File: src/rtl/pc_fetch.sv
// pc_fetch: program-counter and instruction-fetch front end.
// Issues one instruction-memory read at a time, hands the returned word to
// decode with a valid/ready handshake, and follows branch/jump redirects.
//
// Ports:
//   clk, rst_n        clock, asynchronous active-low reset
//   redirect_valid    taken branch/jump this cycle
//   redirect_pc       branch/jump target (bits [1:0] are ignored)
//   imem_req          read request to instruction memory
//   imem_addr         read address (equals the current PC)
//   imem_ack          memory returns imem_rdata this cycle
//   imem_rdata        instruction word from memory
//   if_valid          fetched instruction available to decode
//   if_ready          decode accepts the instruction this cycle
//   if_instr          fetched instruction
//   if_pc             address of if_instr
//   if_pcplus4        if_pc + 4
//   stall_cycles      (only with PC_FETCH_PERF_EN) saturating stall counter
//
// Optional feature: define PC_FETCH_PERF_EN to add the stall_cycles counter.
module pc_fetch #(
    parameter int unsigned    n        = 32,
    parameter logic [n-1:0]   RESET_PC = '0
) (
    input  logic          clk,
    input  logic          rst_n,
    input  logic          redirect_valid,
    input  logic [n-1:0]  redirect_pc,
    output logic          imem_req,
    output logic [n-1:0]  imem_addr,
    input  logic          imem_ack,
    input  logic [31:0]   imem_rdata,
    output logic          if_valid,
    input  logic          if_ready,
    output logic [31:0]   if_instr,
    output logic [n-1:0]  if_pc,
    output logic [n-1:0]  if_pcplus4
`ifdef PC_FETCH_PERF_EN
    ,
    output logic [31:0]   stall_cycles
`endif
);

    typedef enum logic [1:0] {
        IDLE = 2'd0,
        REQ  = 2'd1,
        HOLD = 2'd2
    } state_t;

    state_t         state;
    logic [n-1:0]   pc;
    logic [n-1:0]   pc_plus4;
    logic [n-1:0]   redirect_tgt;

    // Carry out of the increment is dropped, so the PC wraps modulo 2^n.
    assign pc_plus4     = pc + n'(4);
    assign redirect_tgt = {redirect_pc[n-1:2], 2'b00};

    // The PC register itself drives the memory address, so the address is
    // held stable for as long as the request is outstanding.
    assign imem_addr = pc;

    // Fetch FSM with registered outputs. Redirect overrides everything,
    // discarding any word returned or held in the same cycle.
    always_ff @(posedge clk or negedge rst_n) begin
        if (!rst_n) begin
            state      <= IDLE;
            pc         <= RESET_PC;
            imem_req   <= 1'b0;
            if_valid   <= 1'b0;
            if_instr   <= '0;
            if_pc      <= '0;
            if_pcplus4 <= '0;
        end else if (redirect_valid) begin
            state    <= REQ;
            pc       <= redirect_tgt;
            imem_req <= 1'b1;
            if_valid <= 1'b0;
        end else begin
            case (state)
                IDLE: begin
                    state    <= REQ;
                    imem_req <= 1'b1;
                end
                REQ: begin
                    if (imem_ack) begin
                        if_instr   <= imem_rdata;
                        if_pc      <= pc;
                        if_pcplus4 <= pc_plus4;
                        pc         <= pc_plus4;
                        state      <= HOLD;
                        imem_req   <= 1'b0;
                        if_valid   <= 1'b1;
                    end
                end
                HOLD: begin
                    if (if_ready) begin
                        state    <= REQ;
                        imem_req <= 1'b1;
                        if_valid <= 1'b0;
                    end
                end
                default: begin
                    state    <= IDLE;
                    imem_req <= 1'b0;
                    if_valid <= 1'b0;
                end
            endcase
        end
    end

`ifdef PC_FETCH_PERF_EN
    logic stall;

    // A stall is a cycle waiting on memory or waiting on decode.
    assign stall = ((state == REQ)  && !imem_ack) ||
                   ((state == HOLD) && !if_ready);

    // Saturating stall counter.
    always_ff @(posedge clk or negedge rst_n) begin
        if (!rst_n) begin
            stall_cycles <= '0;
        end else if (stall && (stall_cycles != 32'hFFFF_FFFF)) begin
            stall_cycles <= stall_cycles + 32'd1;
        end
    end
`endif

endmodule

File: config.mk
export PLATFORM = sky130hd
export DESIGN_NAME = pc_fetch
export DESIGN_NICKNAME = d
export VERILOG_FILES = /design/src/rtl/pc_fetch.sv
export SDC_FILE = /design/constraint.sdc
export NUM_CORES = 1
export LEC_CHECK = 0
export CAP_MARGIN = 20
export CORE_MARGIN = 2
export CORE_UTILIZATION = 41
export DETAILED_ROUTE_END_ITERATION = 8
export PLACE_DENSITY = 0.77
export REMOVE_ABC_BUFFERS = 1
export SYNTH_ARGS = -nofsm -noshare
export SYNTH_HDL_FRONTEND = slang
export SYNTH_SLANG_ARGS = --single-unit
File: constraint.sdc
create_clock -name clk -period 2.34 [get_ports clk]
set_clock_uncertainty 0.1 [all_clocks]
set_input_delay 0.468 -clock clk [delete_from_list [all_inputs] [get_ports clk]]
set_output_delay 0.468 -clock clk [all_outputs]
set_load 0.005 [all_outputs]
---- Word-level counts from Yosys, hierarchy flattened ----
Index checks and enable logic that the tools add are counted.
cells by class
  $add $sub $neg .......................... 1
  multiplexer cells ....................... 15
  bitwise gates (word level) .............. 1
  reductions and logical operators ........ 7
  equality and inequality tests ........... 5
operators with widths
  kind                   number
  $mux 32                3
  $add 32x3->32 const B  1
  $mux 1                 6
  $mux 2                 3
  $ne 3x3->1 const B     2
  $pmux 1 s3             2
  $pmux 2 s3             1
  $reduce_and 3->1       2
  $reduce_and 2->1       2
  $reduce_bool 2->1      2
  $eq 2x1->1 const B     1
  $eq 2x2->1 const B     1
  $logic_not 2->1        1
  $ne 2x2->1 const B     1
  $not 1->1              1
storage, ports and cells
  flip-flop bits (word level) ............. 132
  logic and storage cells ................. 36
  bits of input ports ..................... 69

---- Longest topological paths before layout ----
Gate-level depths: netlist (run 1).
  depth after elaboration ................. 4
  gate-level depth with buffers ........... 7
  depth with buffers taken out ............ 6

---- Worst setup path before layout (run 1) ----
Ideal clock, no wire load.
  path kind ............................... reg2reg
  from .................................... register pc[2] (netlist: imem_addr[2])
  to ...................................... register pc[30] (netlist: imem_addr[30])
  clock period less this slack ............ 2305 ps
  path buffers ............................ 1
  library setup time ...................... 129 ps
  setup slack ............................. 35 ps
  stages on the path, launching flop included .. 8
  data arrival time ....................... 2075 ps
  cells stage by stage .................... dfrtp_1 -> ha_1 -> nand4_1 -> or4_1 -> buf_2 -> or4_4 -> xor2_1 -> o21ai_1
between the ends
  longest elaborated chain between the ends .. 4
RTL lines
  item                    line  source
  start, declared         51    logic [n-1:0] pc;
  start signal, assigned  76    pc <= redirect_tgt;
  start signal, assigned  90    pc <= pc_plus4;
  $add 32x3->32           56    assign pc_plus4 = pc + n'(4);
  $mux 32                 86    if (imem_ack) begin
  $mux 32                 80    case (state)
  $mux 32                 74    end else if (redirect_valid) begin
Every way passes these cells. The select of a mux whose other input is x is not followed.
A chain may end at the register's enable or synchronous reset.

---- Final worst setup path (run 1) ----
Same ends and word-level chain as after synthesis.

==> key figures, run 1 <==
Placed design
  – DP Worst Slack: between 0.03 and 0.04 ns
  – PortBufs: 190
  – Post-DP HPWL: about 11,000 um
  – Placement Cell Area: 8040 sq um
  – Routability cong.: 0.861
  – DP Cell Count: ~1,000

Timing
  – Worst slew pin tran: between 0.5 and 0.6 ns
  – Final Critical Period: about 2.2 ns
  – Slew Limit Headroom: 0.661
  – Period utilization: 0.948
  – WHS: 0.319 ns
  – Final setup violation count: 0
  – TNS Setup: 0 ns
  – Fmax: between 400 and 500 MHz
  – Final Hold Viols: 0
  – Setup WS post-layout: approximately 0.12 ns
  – Max-slew violations: 0
  – RSZ-0062 raised after global routing: no

GRT
  – GRT Util Overall: 0.219
  – First-pass GRT wire length: 25,100 um
  – Pin count of the biggest net entering global routing: roughly 60
  – Total gr overflow: 0
  – Vias in the first global route: roughly 4,900
  – Antenna violations before repair: 0

Power
  – Sequential share of power: 0.401
  – Internal power: 5.19 mW
  – Pwr Total: 6.99 mW
  – Clock share of power: 0.354
  – Part of the power in combinational logic: 0.245
  – NetSw: 1.80 mW
  – Leakage power: around 3.8 nW
  – Switch share: 0.258
  – Worst vdd ir: approximately 0.48 mV
  – Cell area power density: 811 nW/um^2

Die
  – Rows: 43
  – Chip Width: 122 um
  – Placeable Area: ~14,000 sq um
  – Die height: ~120 um
  – # IOs: approximately 200
  – Starting Density: 0.415
  – Full die area: 14,900 sq um

Detailed routing
  – Routed Wire Length: about 15,000 um
  – Initial DRC count: between 200 and 250
  – Top Layer Used: met4
  – DRT met1 WL: approximately 7100 um
  – Routed Antenna Nets: 0
  – Met3 routed WL: between 1000 and 1500 um
  – Met2 WL: roughly 6900 um
  – Via density: about 4.8
  – Drt pass-1 iters: 4
  – Vias: 4,998
  – Drt drc: 0
  – Wirelength per Cell: ~15 um

CTS
  – Clock Sinks: 125
  – Clk slew on worst S/H paths: 0.05 ns
  – Root Driver: clkbuf_16
  – Clock Latency Late Sink: slightly above 0.4 ns
  – CTS tree: built
  – Post-CTS setup buffer count: 0
  – CTS buffer count: 17
  – CTS max path bufs: 2
  – H-tree depth: 4

Worst setup path
  – Critical Path RT: 2.57 ns
  – Setup CP Type: flop to flop
  – Crit. End Element: flop
  – Max incr delay on CP: 0.57 ns
  – Crit-path slowest cell: or4_1
  – Type of origin of the critical path: flop
  – Cells along the critical path: ha_1 -> nand4_1 -> or4_1 -> or4_4 -> xor2_1 -> o21ai_1
  – Crit path max fanout: 2
  – Crit path DAT: 2.45 ns

Final layout
  – Diodes inserted: 0
  – Commonest non-fill, non-tap cell in the layout: nand2_1
  – Fin nets: 927
  – Most frequent cells in the layout: nand2_1, clkdlybuf4s50_1, dfrtp_1
  – Fin cells: between 1,000 and 1,500
  – Final instance area: between 8000 and 9000 sq um
  – Final Core Density: 0.628
  – Synth-to-layout area growth: 51.3%
  – Ratio of cells with drive above 1 in the final layout: 0.0920

Yosys
  – Post-Synthesis Mean Instance Area: approximately 8.8 sq um
  – Register area share after synthesis: 0.549
  – Yosys cell types: 34
  – Post-Syn Area: 5700 sq um
  – Synth Register Bits: about 130
  – Cell count after synthesis: between 600 and 700
  – Yosys warns: 0

Status
  – Status: completed

Flow run
  – Max Cap Violations: 0

Min path
  – Hold Crit Class: input port to flop
[final timing paths]
| kind | from | endpoint | cells after the start | slack [ns] |
|---|---|---|---|---|
| max in group asynchronous | rst_n | imem_addr[23]$_DFFE_PN0P_ | 3 | 0.99 |
| worst min-delay path | redirect_valid | imem_addr[27]$_DFFE_PN0P_ | 3 | 0.32 |
| worst max-delay path | imem_addr[2]$_DFFE_PN0P_ | imem_addr[30]$_DFFE_PN0P_ | 6 | 0.12 |
| worst max register to register | imem_addr[2]$_DFFE_PN0P_ | imem_addr[30]$_DFFE_PN0P_ | 6 | 0.12 |
| min in group asynchronous | rst_n | if_instr[12]$_DFFE_PN0P_ | 2 | 0.46 |
| worst min register to register | if_instr[22]$_DFFE_PN0P_ | if_instr[22]$_DFFE_PN0P_ | 2 | 0.37 |
[per-layer routing]
metal / vias up / GRT usage
li1: 2504 / -
met1: 2333 / 0.301
met2: 146 / 0.333
met3: 15 / 0.0716
met4: 0 / 0.0603
met5: - / 0
[cell usage after synthesis]
cell        n  area, sq um
clkbuf_2    1         5.00
buf_2       7         35.0
a21oi_1     1         5.00
nand4b_1    1         8.76
xnor2_1    16          140
nand3b_1    1         7.51
clkbuf_1   34          128
o21ai_1     1         5.00
or4_1       1         7.51
o21ai_0    61          305
nand4_1    21          131
a21o_1      1         7.51
buf_1       1         3.75
nor2_1     15         56.3
and3_1      3         18.8
nand3_1    18         90.1
ha_1        1         12.5
and4_1      3         26.3
buf_4       6         45.0
nand3_4     1         17.5
nor4_2      1         12.5
nor2b_1     1         6.26
nand2_1   265          995
and2_1      4         25.0
or4_4       1         11.3
nor4_1      6         37.5
mux2i_1     1         10.0
nor3_1      5         25.0
dfrtp_1   125         3130
and3b_1     1         8.76
and3_2      1         7.51
conb_1      1         3.75
nand2b_1    2         12.5
xor2_1     41          359
[logic make-up after synthesis]
kind of cell,share of synthesized area
other cells,0.000658
fa+ha+maj,0.00220
mux,0.00176
buf+inv,0.0380
simple gates,0.264
flops,0.549
xor+xnor,0.0876
compound gates,0.0567
[state kept, by name (all words and copies together), names as in the netlist]
signal,count
if_instr,32
state,2
if_pc,30
if_pcplus4,30
imem_addr,30
if_valid,1
[layout make-up]
class / instances / area (sq um)
multi-input combinational: 480 / 2400
timing repair buffer: 233 / 2300
clock buffer: 26 / 509
sequential: 125 / 3130
clock inverter: 6 / 57.6
fill: 1174 / 5100
tap: 180 / 225
[worst max-delay path: cells and delay by family, from the launching register on]
family                   cells  cell delay [ns]
XOR/XNOR                     1             0.15
AO/OA/AOI/OAI                1             0.13
AND/OR/NAND/NOR              3             1.24
flip-flops                   1             0.34
adder cells (fa/ha/maj)      1             0.17
[timing repair]
action                                  in CTS  in global routing
endpoints found under the setup margin       0                  1
gates resized for setup                      0                  1
endpoints found under the hold margin       43                  0
hold buffers                                 1                  0
[power groups by stage]
stage	registers [mW]	clock network [mW]	logic, mW
3_3_place_gp	2.82	0	1.70
3_5_place_dp	2.84	0	1.73
5_1_grt	2.86	2.66	1.89
4_1_cts	2.81	2.54	1.74
2_1_floorplan	2.89	0	0.433
6_report	2.80	2.48	1.71
Note: power is estimated with default switching activity, not from simulation.
==> inputs of run 2 (changes only) <==
--- a/config.mk
+++ b/config.mk
@@ -8,6 +8,7 @@
 export CAP_MARGIN = 20
 export CORE_MARGIN = 2
 export CORE_UTILIZATION = 41
+export CTS_CLUSTER_SIZE = 20
 export DETAILED_ROUTE_END_ITERATION = 8
 export PLACE_DENSITY = 0.77
 export REMOVE_ABC_BUFFERS = 1
==> results of run 2 <==
Final layout, timing and power as in run 1 (identical DEF).
==> inputs of run 3 (changes only) <==
--- a/config.mk
+++ b/config.mk
@@ -7,10 +7,11 @@
 export LEC_CHECK = 0
 export CAP_MARGIN = 20
 export CORE_MARGIN = 2
-export CORE_UTILIZATION = 41
-export CTS_CLUSTER_SIZE = 20
+export CORE_UTILIZATION = 49
+export CTS_CLUSTER_SIZE = 24
 export DETAILED_ROUTE_END_ITERATION = 8
-export PLACE_DENSITY = 0.77
+export MAX_ROUTING_LAYER = met4
+export PLACE_DENSITY = 0.86
 export REMOVE_ABC_BUFFERS = 1
 export SYNTH_ARGS = -nofsm -noshare
 export SYNTH_HDL_FRONTEND = slang
==> constraint.sdc (replaced) <==
create_clock -name clk -period 2.6 [get_ports clk]
set_clock_uncertainty 0.1 [all_clocks]
set_input_delay 0.52 -clock clk [delete_from_list [all_inputs] [get_ports clk]]
set_output_delay 0.52 -clock clk [all_outputs]
set_load 0.005 [all_outputs]
==> run 3 against run 2 <==
Compared with the run above: via count rose by 5.0%; design area fell by 1.6%; sequential cell count is the same; critical path type unchanged; total power down 8.6%; largest power group unchanged; global-route usage increased by 5.0 points; largest cell class unchanged.
==> key figures, run 3 (synthesis results as in run 1) <==
Worst setup path
  – Crit path DAT: 2.67 ns (was 2.45 ns)
  – Max incr delay on CP: 0.65 ns (was 0.57 ns)
  – R2R cell count: 6 (unchanged)
  – Crit. End Element: flop (unchanged)
  – Critical Path End: imem_addr[30]$_DFFE_PN0P_ (unchanged)
  – Cells along the critical path: ha_1 -> nand4_1 -> or4_1 -> or4_4 -> xor2_1 -> o21ai_1 (unchanged)
  – Crit-path slowest cell: or4_1 (unchanged)
  – Levels on crit path: 6 (unchanged)
  – Setup CP Type: flop to flop (unchanged)
  – R2r setup slk: 0.16 ns (was 0.12 ns)
  – Crit path max-delay family: simple AND/OR/NAND/NOR gates (unchanged)
  – Critical Path RT: 2.83 ns (was 2.57 ns)
  – Type of origin of the critical path: flop (unchanged)
  – Crit path max fanout: 6 (was 2)
  – Worst Path Buf+Inv: 0 (unchanged)
  – RR Endpoint: imem_addr[30]$_DFFE_PN0P_ (unchanged)
  – Setup crit start: imem_addr[3]$_DFFE_PN0P_ (was imem_addr[2]$_DFFE_PN0P_)
  – Reg-to-reg startpoint: imem_addr[3]$_DFFE_PN0P_ (was imem_addr[2]$_DFFE_PN0P_)

Timing
  – Slew Limit Headroom: 0.596 (was 0.661)
  – Final Hold Viols: 0 (unchanged)
  – Final setup violation count: 0 (unchanged)
  – Max-slew violations: 0 (unchanged)
  – Worst slew pin tran: 0.604 ns (was 0.507 ns)
  – Period utilization: 0.940 (was 0.948)
  – Final Critical Period: 2.44 ns (was 2.22 ns)
  – TNS Setup: 0 ns (unchanged)
  – Fmax: 409 MHz (was 451 MHz)
  – RSZ-0062 raised after global routing: no (unchanged)

Detailed routing
  – Drt drc: 0 (unchanged)
  – Via density: 5.24 (was 4.76)
  – Routed Wire Length: 16,000 um (was 15,400 um)
  – Initial DRC count: 351 (was 214)
  – Vias: 5,249 (was 4,998)
  – Wirelength per Cell: 16.0 um (was 14.6 um)
  – Drt pass-1 iters: 7 (was 4)
  – Routed Antenna Nets: 0 (unchanged)

Power
  – Part of the power in combinational logic: 0.238 (was 0.245)
  – Internal power: 4.74 mW (was 5.19 mW)
  – Cell area power density: 753 nW/um^2 (was 811 nW/um^2)
  – NetSw: 1.64 mW (was 1.80 mW)
  – Worst vdd ir: 0.498 mV (was 0.478 mV)
  – Sequential share of power: 0.399 (was 0.401)
  – Clock share of power: 0.363 (was 0.354)
  – Leakage power: 3.78 nW (was 3.84 nW)
  – Pwr Total: 6.39 mW (was 6.99 mW)
  – Switch share: 0.257 (was 0.258)

CTS
  – CTS resizes: 0 (unchanged)
  – Clock Sinks: 125 (unchanged)
  – Clk slew on worst S/H paths: 0.05 ns (about the same)
  – Clock Latency Late Sink: 0.41 ns (about the same)
  – CTS buffer count: 17 (unchanged)
  – Root Driver: clkbuf_16 (unchanged)
  – H-tree depth: 4 (unchanged)
  – CTS tree: built (unchanged)
  – Post-CTS setup buffer count: 0 (unchanged)
  – CTS max path bufs: 2 (unchanged)

Die
  – Chip Width: 112 um (was 122 um)
  – Starting Density: 0.501 (was 0.415)
  – # IOs: 199 (unchanged)
  – Rows: 39 (was 43)
  – Die height: 112 um (was 122 um)
  – Placeable Area: 11,400 sq um (was 13,700 sq um)
  – Full die area: 12,500 sq um (was 14,900 sq um)

GRT
  – First-pass GRT wire length: 26,100 um (was 25,100 um)
  – Antenna violations before repair: 0 (unchanged)
  – M2 GR Usage: 0.452 (was 0.333)
  – Total gr overflow: 0 (unchanged)
  – GRT Util Overall: 0.268 (was 0.219)
  – Pin count of the biggest net entering global routing: 88 (was 59)
  – Busiest grt layer: met2 (unchanged)
  – Met1 Use GR: 0.334 (was 0.301)
  – M3 GR Usage: 0.0484 (was 0.0716)
  – Vias in the first global route: 5,249 (was 4,875)

Final layout
  – Commonest non-fill, non-tap cell in the layout: nand2_1 (unchanged)
  – Most frequent cells in the layout: nand2_1, clkdlybuf4s50_1, dfrtp_1 (unchanged)
  – Diodes inserted: 0 (unchanged)
  – Fin nets: 916 (was 927)
  – Biggest register: if_instr (unchanged)
  – Fin cells: 1,001 (was 1,050)
  – Synth-to-layout area growth: 48.8% (was 51.3%)
  – Final Core Density: 0.746 (was 0.628)
  – Ratio of cells with drive above 1 in the final layout: 0.0781 (was 0.0920)
  – Largest register FFs: 32 (unchanged)

Min path
  – Hold Crit Class: flop to flop (was input port to flop)

Flow run
  – Max Cap Violations: 0 (unchanged)

Placed design
  – Post-DP HPWL: 11,300 um (was 11,000 um)
  – PortBufs: 190 (unchanged)
  – DP Cell Count: 969 (was 1,017)
  – Routability cong.: 0.884 (was 0.861)

Status
  – Status: completed (unchanged)
[run 3: what timing repair did]
action                     4_1_cts  5_1_grt
hold endpoints to repair        38        0
hold buffers                     1        0
setup endpoints to repair        0        0
[run 3: worst min path at each step]
stage | startpoint | end | slack (ns) | depth (start not counted)
2_1_floorplan | rst_n | if_instr[0]$_DFFE_PN0P_ | 0.12 | 0
3_3_place_gp | rst_n | if_pcplus4[6]$_DFFE_PN0P_ | 0.34 | 1
3_5_place_dp | rst_n | if_pcplus4[6]$_DFFE_PN0P_ | 0.35 | 1
4_1_cts | if_pc[26]$_DFFE_PN0P_ | if_pc[26]$_DFFE_PN0P_ | 0.38 | 2
5_1_grt | if_instr[2]$_DFFE_PN0P_ | if_instr[2]$_DFFE_PN0P_ | 0.38 | 2
6_report | if_pc[26]$_DFFE_PN0P_ | if_pc[26]$_DFFE_PN0P_ | 0.37 | 2
[run 3: metrics by stage]
stage	setup WS (ns)	hold slack [ns]	area [sq um]
2_1_floorplan	-0.731	0.124	5500
3_3_place_gp	0.256	0.344	7880
3_5_place_dp	0.186	0.348	7880
4_1_cts	0.157	0.376	8480
5_1_grt	0.0385	0.384	8480
6_report	0.155	0.371	8480
[run 3: power groups by stage]
stage	Combinational (mW)	Sequential [mW]	Clock [mW]
after detailed placement	1.53	2.57	0
after CTS	1.54	2.54	2.36
final	1.52	2.55	2.32
after global placement	1.47	2.54	0
after floorplan	0.390	2.60	0
after global routing	1.66	2.59	2.46
[run 3: area by class of cell]
class                   instances  area [sq um]
clock buffers                  26           509
clock inverters                 5          80.1
fillers                       823          2890
multi-input cells             480          2390
flip-flops and latches        125          3130
well taps                     143           179
repair buffers                222          2190
[run 3: per-layer routing]
metal | vias up | wire [um]
met3 | 25 | 837
met5 | - | 0
met4 | 0 | 248
met1 | 2554 | 6760
met2 | 184 | 8140
li1 | 2486 | -
[run 3: tightest hold or removal path, stage by stage (launching register included)]
cell	delay [ns]
dfrtp_1	0.34
nand2_1	0.05
nand2_1	0.05
